===== src/rtl/alu_pkg.sv =====
// alu_pkg: shared constants for the execute-stage integer ALU.
//   - Bit positions of each operation inside the one-hot alusignals vector.
//   - Default datapath and immediate widths.
//   - Bit positions of the eq/gt flags inside a cmp result.
package alu_pkg;

    localparam int ALU_DEFAULT_WIDTH     = 16;
    localparam int ALU_DEFAULT_IMM_WIDTH = 5;

    localparam int ALU_ADD     = 0;
    localparam int ALU_LD      = 1;
    localparam int ALU_ST      = 2;
    localparam int ALU_SUB     = 3;
    localparam int ALU_MUL     = 4;
    localparam int ALU_CMP     = 5;
    localparam int ALU_MOV     = 6;
    localparam int ALU_OR      = 7;
    localparam int ALU_AND     = 8;
    localparam int ALU_NOT     = 9;
    localparam int ALU_LSL     = 10;
    localparam int ALU_LSR     = 11;
    localparam int ALU_NUM_OPS = 12;

    localparam int CMP_EQ = 0;
    localparam int CMP_GT = 1;

endpackage


===== src/rtl/alu_shifter.sv =====
// alu_shifter: combinational logical shifter for lsl/lsr.
// Ports:
//   value    - operand to shift (operand A)
//   amount   - unsigned shift distance (operand B)
//   shiftleft- 1 = shift left, 0 = shift right; both zero fill
//   shifted  - shift result, forced to 0 when amount >= WIDTH
module alu_shifter
    import alu_pkg::*;
#(
    parameter int WIDTH = ALU_DEFAULT_WIDTH
) (
    input  logic [WIDTH-1:0] value,
    input  logic [WIDTH-1:0] amount,
    input  logic             shiftleft,
    output logic [WIDTH-1:0] shifted
);

    localparam logic [WIDTH-1:0] SHIFT_LIMIT = WIDTH[WIDTH-1:0];

    // Any distance at or beyond the datapath width moves every bit out,
    // so the result saturates to zero instead of relying on operator
    // semantics for oversized shift counts.
    always_comb begin
        shifted = '0;
        if (amount < SHIFT_LIMIT) begin
            if (shiftleft) begin
                shifted = value << amount;
            end else begin
                shifted = value >> amount;
            end
        end
    end

endmodule


===== src/rtl/alu.sv =====
// alu: single-cycle-issue integer ALU for the execute stage.
// Ports:
//   clk         - system clock, rising edge
//   rst         - synchronous active-high reset, clears aluresult
//   alusignals  - one-hot operation select (lowest set bit wins)
//   op1         - operand A
//   op2         - register operand B
//   immx        - immediate, sign-extended when used as operand B
//   isimmediate - 1 selects immx as operand B, 0 selects op2
//   aluresult   - result registered one edge after the inputs
module alu
    import alu_pkg::*;
#(
    parameter int WIDTH     = ALU_DEFAULT_WIDTH,
    parameter int IMM_WIDTH = ALU_DEFAULT_IMM_WIDTH
) (
    input  logic                   clk,
    input  logic                   rst,
    input  logic [ALU_NUM_OPS-1:0] alusignals,
    input  logic [WIDTH-1:0]       op1,
    input  logic [WIDTH-1:0]       op2,
    input  logic [IMM_WIDTH-1:0]   immx,
    input  logic                   isimmediate,
    output logic [WIDTH-1:0]       aluresult
);

    logic [WIDTH-1:0] opa;
    logic [WIDTH-1:0] opb;
    logic [WIDTH-1:0] sumresult;
    logic [WIDTH-1:0] diffresult;
    logic [WIDTH-1:0] mulresult;
    logic [WIDTH-1:0] cmpresult;
    logic [WIDTH-1:0] shiftresult;
    logic [WIDTH-1:0] nextresult;

    assign opa = op1;
    assign opb = isimmediate ? {{(WIDTH-IMM_WIDTH){immx[IMM_WIDTH-1]}}, immx} : op2;

    // Arithmetic in the operand width gives the modulo-2^WIDTH wrap directly;
    // the multiply keeps only the low half of the product.
    assign sumresult  = opa + opb;
    assign diffresult = opa - opb;
    assign mulresult  = opa * opb;

    // Compare packs equality and signed greater-than into the low bits.
    always_comb begin
        cmpresult         = '0;
        cmpresult[CMP_EQ] = (opa == opb);
        cmpresult[CMP_GT] = ($signed(opa) > $signed(opb));
    end

    // Only lsr needs a right shift; every other case the mux ignores this.
    alu_shifter #(.WIDTH(WIDTH)) u_shifter (
        .value     (opa),
        .amount    (opb),
        .shiftleft (~alusignals[ALU_LSR] | alusignals[ALU_LSL]),
        .shifted   (shiftresult)
    );

    // Fixed-priority result select: the lowest-numbered set bit decides,
    // and an empty select produces zero.
    always_comb begin
        nextresult = '0;
        if (alusignals[ALU_ADD] || alusignals[ALU_LD] || alusignals[ALU_ST]) begin
            nextresult = sumresult;
        end else if (alusignals[ALU_SUB]) begin
            nextresult = diffresult;
        end else if (alusignals[ALU_MUL]) begin
            nextresult = mulresult;
        end else if (alusignals[ALU_CMP]) begin
            nextresult = cmpresult;
        end else if (alusignals[ALU_MOV]) begin
            nextresult = opb;
        end else if (alusignals[ALU_OR]) begin
            nextresult = opa | opb;
        end else if (alusignals[ALU_AND]) begin
            nextresult = opa & opb;
        end else if (alusignals[ALU_NOT]) begin
            nextresult = ~opb;
        end else if (alusignals[ALU_LSL] || alusignals[ALU_LSR]) begin
            nextresult = shiftresult;
        end
    end

    // The only state in the block: reset wins over any operation presented
    // in the same cycle.
    always_ff @(posedge clk) begin
        if (rst) begin
            aluresult <= '0;
        end else begin
            aluresult <= nextresult;
        end
    end

endmodule


===== config.mk =====
export PLATFORM = sky130hd
export DESIGN_NAME = alu
export DESIGN_NICKNAME = d
export VERILOG_FILES = /design/src/rtl/alu_pkg.sv /design/src/rtl/alu_shifter.sv /design/src/rtl/alu.sv
export SDC_FILE = /design/constraint.sdc
export NUM_CORES = 1
export LEC_CHECK = 0
export CAP_MARGIN = 20
export CORE_ASPECT_RATIO = 0.7
export CORE_MARGIN = 4
export CORE_UTILIZATION = 55
export CTS_CLUSTER_DIAMETER = 200
export DETAILED_ROUTE_END_ITERATION = 6
export DONT_BUFFER_PORTS = 1
export GPL_TIMING_DRIVEN = 0
export PLACE_DENSITY = 0.8
export SYNTH_ARGS = -nofsm -noshare
export SYNTH_HDL_FRONTEND = slang
export SYNTH_SLANG_ARGS = --single-unit

===== constraint.sdc =====
create_clock -name clk -period 6.2 [get_ports clk]
set_input_delay 0 -clock clk [delete_from_list [all_inputs] [get_ports clk]]
set_output_delay 0 -clock clk [all_outputs]
set_load 0.02 [all_outputs]

==> run metrics <==
via count 8868; Inserted Clock Buffers 3; die height 111 um; Slew Limit Fails 0; Post-Place Setup Slack -1.26 ns; largest register by flop count aluresult; top_reg_cell synth dfxtp_1; register area 320 sq um; Multi-input gate area about 7300 sq um; Post-Synthesis Cells ~1.1k; post-synthesis sequential area ratio ~3.8%; Data arrival, critical path 6.25 ns; met3 WL 5990 um; floorplan row count 37; diodes inserted 0; 1st-pass router iterations 6; async set-reset flop share out of synthesis 0%; combinational share of power between 90% and 100%; CTS tree built; Clock Tree Root clkbuf_16; Critical Path, Cell by Cell buf_6 > mux2i_4 > clkinv_4 > buf_2 > ha_1 > inv_1 > fa_1 > fa_1 > inv_1 > ha_1 > fa_1 > inv_1 > fa_1 > fa_1 > inv_1 > ha_1 > or3_1 > o211a_1 > a221oi_4 > o21ai_1 > xnor2_1 > a221o_1 > a32o_1; post-route cell area 9000 sq um; die area 17300 sq um; DR top layer met5; CTS Sinks 16; Mean Syn Cell Area 7.35 sq um; antenna violations before repair 0; DP HPWL about 27000 um; Area after DPL just under 9000 sq um; Total Wirelength roughly 33000 um; Pint approximately 0.0014 W; number of enable flip-flop cells after synthesis 0; first-pass GRT wire length around 50000 um; Worst Path Max Fanout 10; critical setup path kind primary input to register; Worst Hold Class primary input to register; hold path depth 3; Initial Utilization between 50% and 60%; max_slew headroom between 20% and 30%; Slowest-stage cell, CP fa_1; post-route ant nets 0; max-cap violations 0; I/O Buffers 0; Met2 Wirelength between 10000 and 15000 um; Ports between 60 and 70; #FFs+latches synth 16; Core Region around 15000 sq um; synth warn 0; largest net degree at the start of global routing 30; Final Cycle Share approximately 98%; layout cells sized above 1 between 7 and 8%; Avg WL per Cell between 20 and 25 um; clock slew at reported path FFs around 0.060 ns; post-synth cell types between 60 and 70; CP Capture Type register; Vias/cell ~6.6; Die X between 150 and 200 um; clock share of power under 10%; worst-margin pin slew around 1.2 ns; CP required between 6 and 7 ns; deepest clock path buffer count 2; final hold vios 0; Fill cells between 1k and 1.5k; Netlist Area Pre-Place roughly 8400 sq um; max reg flops 16; Max VDD drop approximately 0.38 mV; Non-Filler Instances ~1.4k; Peak Freq about 160 MHz; outcome completed; fin crit period 6.09 ns; Sw Pwr a little under 0.002 W; Post-Route Setup TNS 0 ns; final worst slack 0.110 ns; Worst Setup Start Kind primary input; GRT Util Overall around 37%; Most Frequent Cell on Critical Path fa_1; grt total ovfl 0; Post-Syn Nets ~1.4k; largest stage delay on the critical path a little under 0.5 ns; static leakage 4.13 nW; Syn-to-layout area delta 7.17%; Reg power frac between 4 and 5%; Residual DRC 0; cell count after placement roughly 1.3k; switch share ~58%; biggest regs aluresult (16); Pwr Density about 370 nW/um^2; Placer Congestion ~1.1; nets@finish 1391; number of global-route vias before repair 8685; violation count after the first detailed-route iteration approximately 1.5k; H-tree levels 1; met1 WL around 13000 um; final setup vio count 0
## cell usage in the layout (no fill, tap or decap), types with 7 or more instances in the layout
master / netlist / layout
nor2_1: 138 / 138
fa_1: 81 / 81
nand2_1: 106 / 106
a221oi_1: 15 / 13
o21ai_0: 45 / 44
o21bai_1: 8 / 8
o221ai_1: 7 / 7
inv_2: 6 / 9
dfxtp_1: 16 / 16
ha_1: 99 / 97
a21oi_1: 79 / 77
nand2b_1: 16 / 16
inv_1: 151 / 146
a21o_1: 8 / 8
a31oi_1: 14 / 13
xnor2_1: 34 / 33
nor3_1: 17 / 17
buf_4: 1 / 20
or3_1: 8 / 8
o31ai_1: 12 / 12
a211oi_1: 19 / 19
clkbuf_1: 53 / 44
nand3_1: 19 / 19
nor2b_1: 10 / 10
mux2i_1: 45 / 42
a2111oi_0: 13 / 12
xor2_1: 11 / 10
a221o_1: 7 / 7
## synth_stat cells, types with 6 or more instances
| library cell | n | share of area (%) |
|---|---|---|
| a2111oi_0 | 13 | 1.4 |
| a211oi_1 | 19 | 1.7 |
| a21o_1 | 8 | 0.72 |
| a21oi_1 | 79 | 4.7 |
| a221o_1 | 7 | 0.83 |
| a221oi_1 | 15 | 1.6 |
| a31oi_1 | 14 | 1.0 |
| buf_1 | 7 | 0.31 |
| buf_2 | 6 | 0.36 |
| clkbuf_1 | 53 | 2.4 |
| dfxtp_1 | 16 | 3.8 |
| fa_1 | 81 | 19 |
| ha_1 | 99 | 15 |
| inv_1 | 151 | 6.7 |
| inv_2 | 6 | 0.27 |
| mux2i_1 | 45 | 5.4 |
| nand2_1 | 106 | 4.7 |
| nand2b_1 | 16 | 1.2 |
| nand3_1 | 19 | 1.1 |
| nor2_1 | 138 | 6.2 |
| nor2b_1 | 10 | 0.74 |
| nor3_1 | 17 | 1.0 |
| o211ai_1 | 6 | 0.54 |
| o21ai_0 | 45 | 2.7 |
| o21bai_1 | 8 | 0.72 |
| o221ai_1 | 7 | 0.73 |
| o311ai_0 | 6 | 0.63 |
| o31ai_1 | 12 | 1.1 |
| or3_1 | 8 | 0.60 |
| xnor2_1 | 34 | 3.5 |
| xor2_1 | 11 | 1.1 |
## per-layer routing
metal | vias to the layer above | global-route usage, %
met5 | - | 0
met4 | 2 | 10.9
met3 | 116 | 18.1
met2 | 798 | 49.4
met1 | 4045 | 53.5
li1 | 3907 | -
## path summary, 6_finish.rpt
check                         start                        to  slack (ns)
worst max-delay path    isimmediate  aluresult[15]$_SDFF_PP0_        0.11
worst min-delay path  alusignals[5]   aluresult[0]$_SDFF_PP0_        0.01
## stage by stage
step	hold slack [ns]	utilization, %	power (W)
finish	0.0137	60.8	0.00335
global route	0.0317	60.8	0.00363
CTS	0.00883	60.1	0.00321
detailed placement	0.0869	58.4	0.00296
global placement	0.0856	58.4	0.00291
floorplan	0.0785	-	0.00215
## kinds of logic (layout without fill, tap and decap cells)
family	count (synthesis)	count (layout)	share of synthesized area [%]
muxes	48	48	5.90
xor gates and xnor gates	47	47	5.15
DFF	16	16	3.81
buffers and inverters	234	249	10.9
AOI/OAI and AO/OA	277	277	22.3
and+or+nand+nor	341	341	17.8
adders and majority gates	180	180	34.1
## power by group through the flow
stage	sequential [W]	clock (W)	combinational, W
finish	0.000151	0.000149	0.00305
floorplan	0.000151	0	0.00200
global route	0.000153	0.000155	0.00332
detailed placement	0.000154	0	0.00281
global placement	0.000154	0	0.00275
CTS	0.000152	0.000150	0.00291
## worst max-delay path: cells and delay by family
family / cells / cell delay (ns)
buffers and inverters: 7 / 0.97
AO/OA/AOI/OAI: 5 / 1.32
adder cells (fa/ha/maj): 8 / 2.98
AND/OR/NAND/NOR: 1 / 0.39
multiplexers: 1 / 0.38
XOR/XNOR: 1 / 0.19
## timing repair
item | CTS | global route
hold buffers | 1 | 0
pin swaps | 3 | 1
buffers inserted | 4 | 11
setup endpoints to repair | 5 | 3
gates resized for setup | 38 | 13
endpoints found under the hold margin | 2 | 0
## area by class of cell
type / instances / share of cell area [%]
inverter: 163 / 7.02
buffer: 65 / 3.52
timing repair buffer: 17 / 1.42
sequential: 16 / 3.56
clock buffer: 4 / 0.987
tap: 195 / 2.71
multi-input combinational: 893 / 80.8
Power figures use the tool's default switching activity.
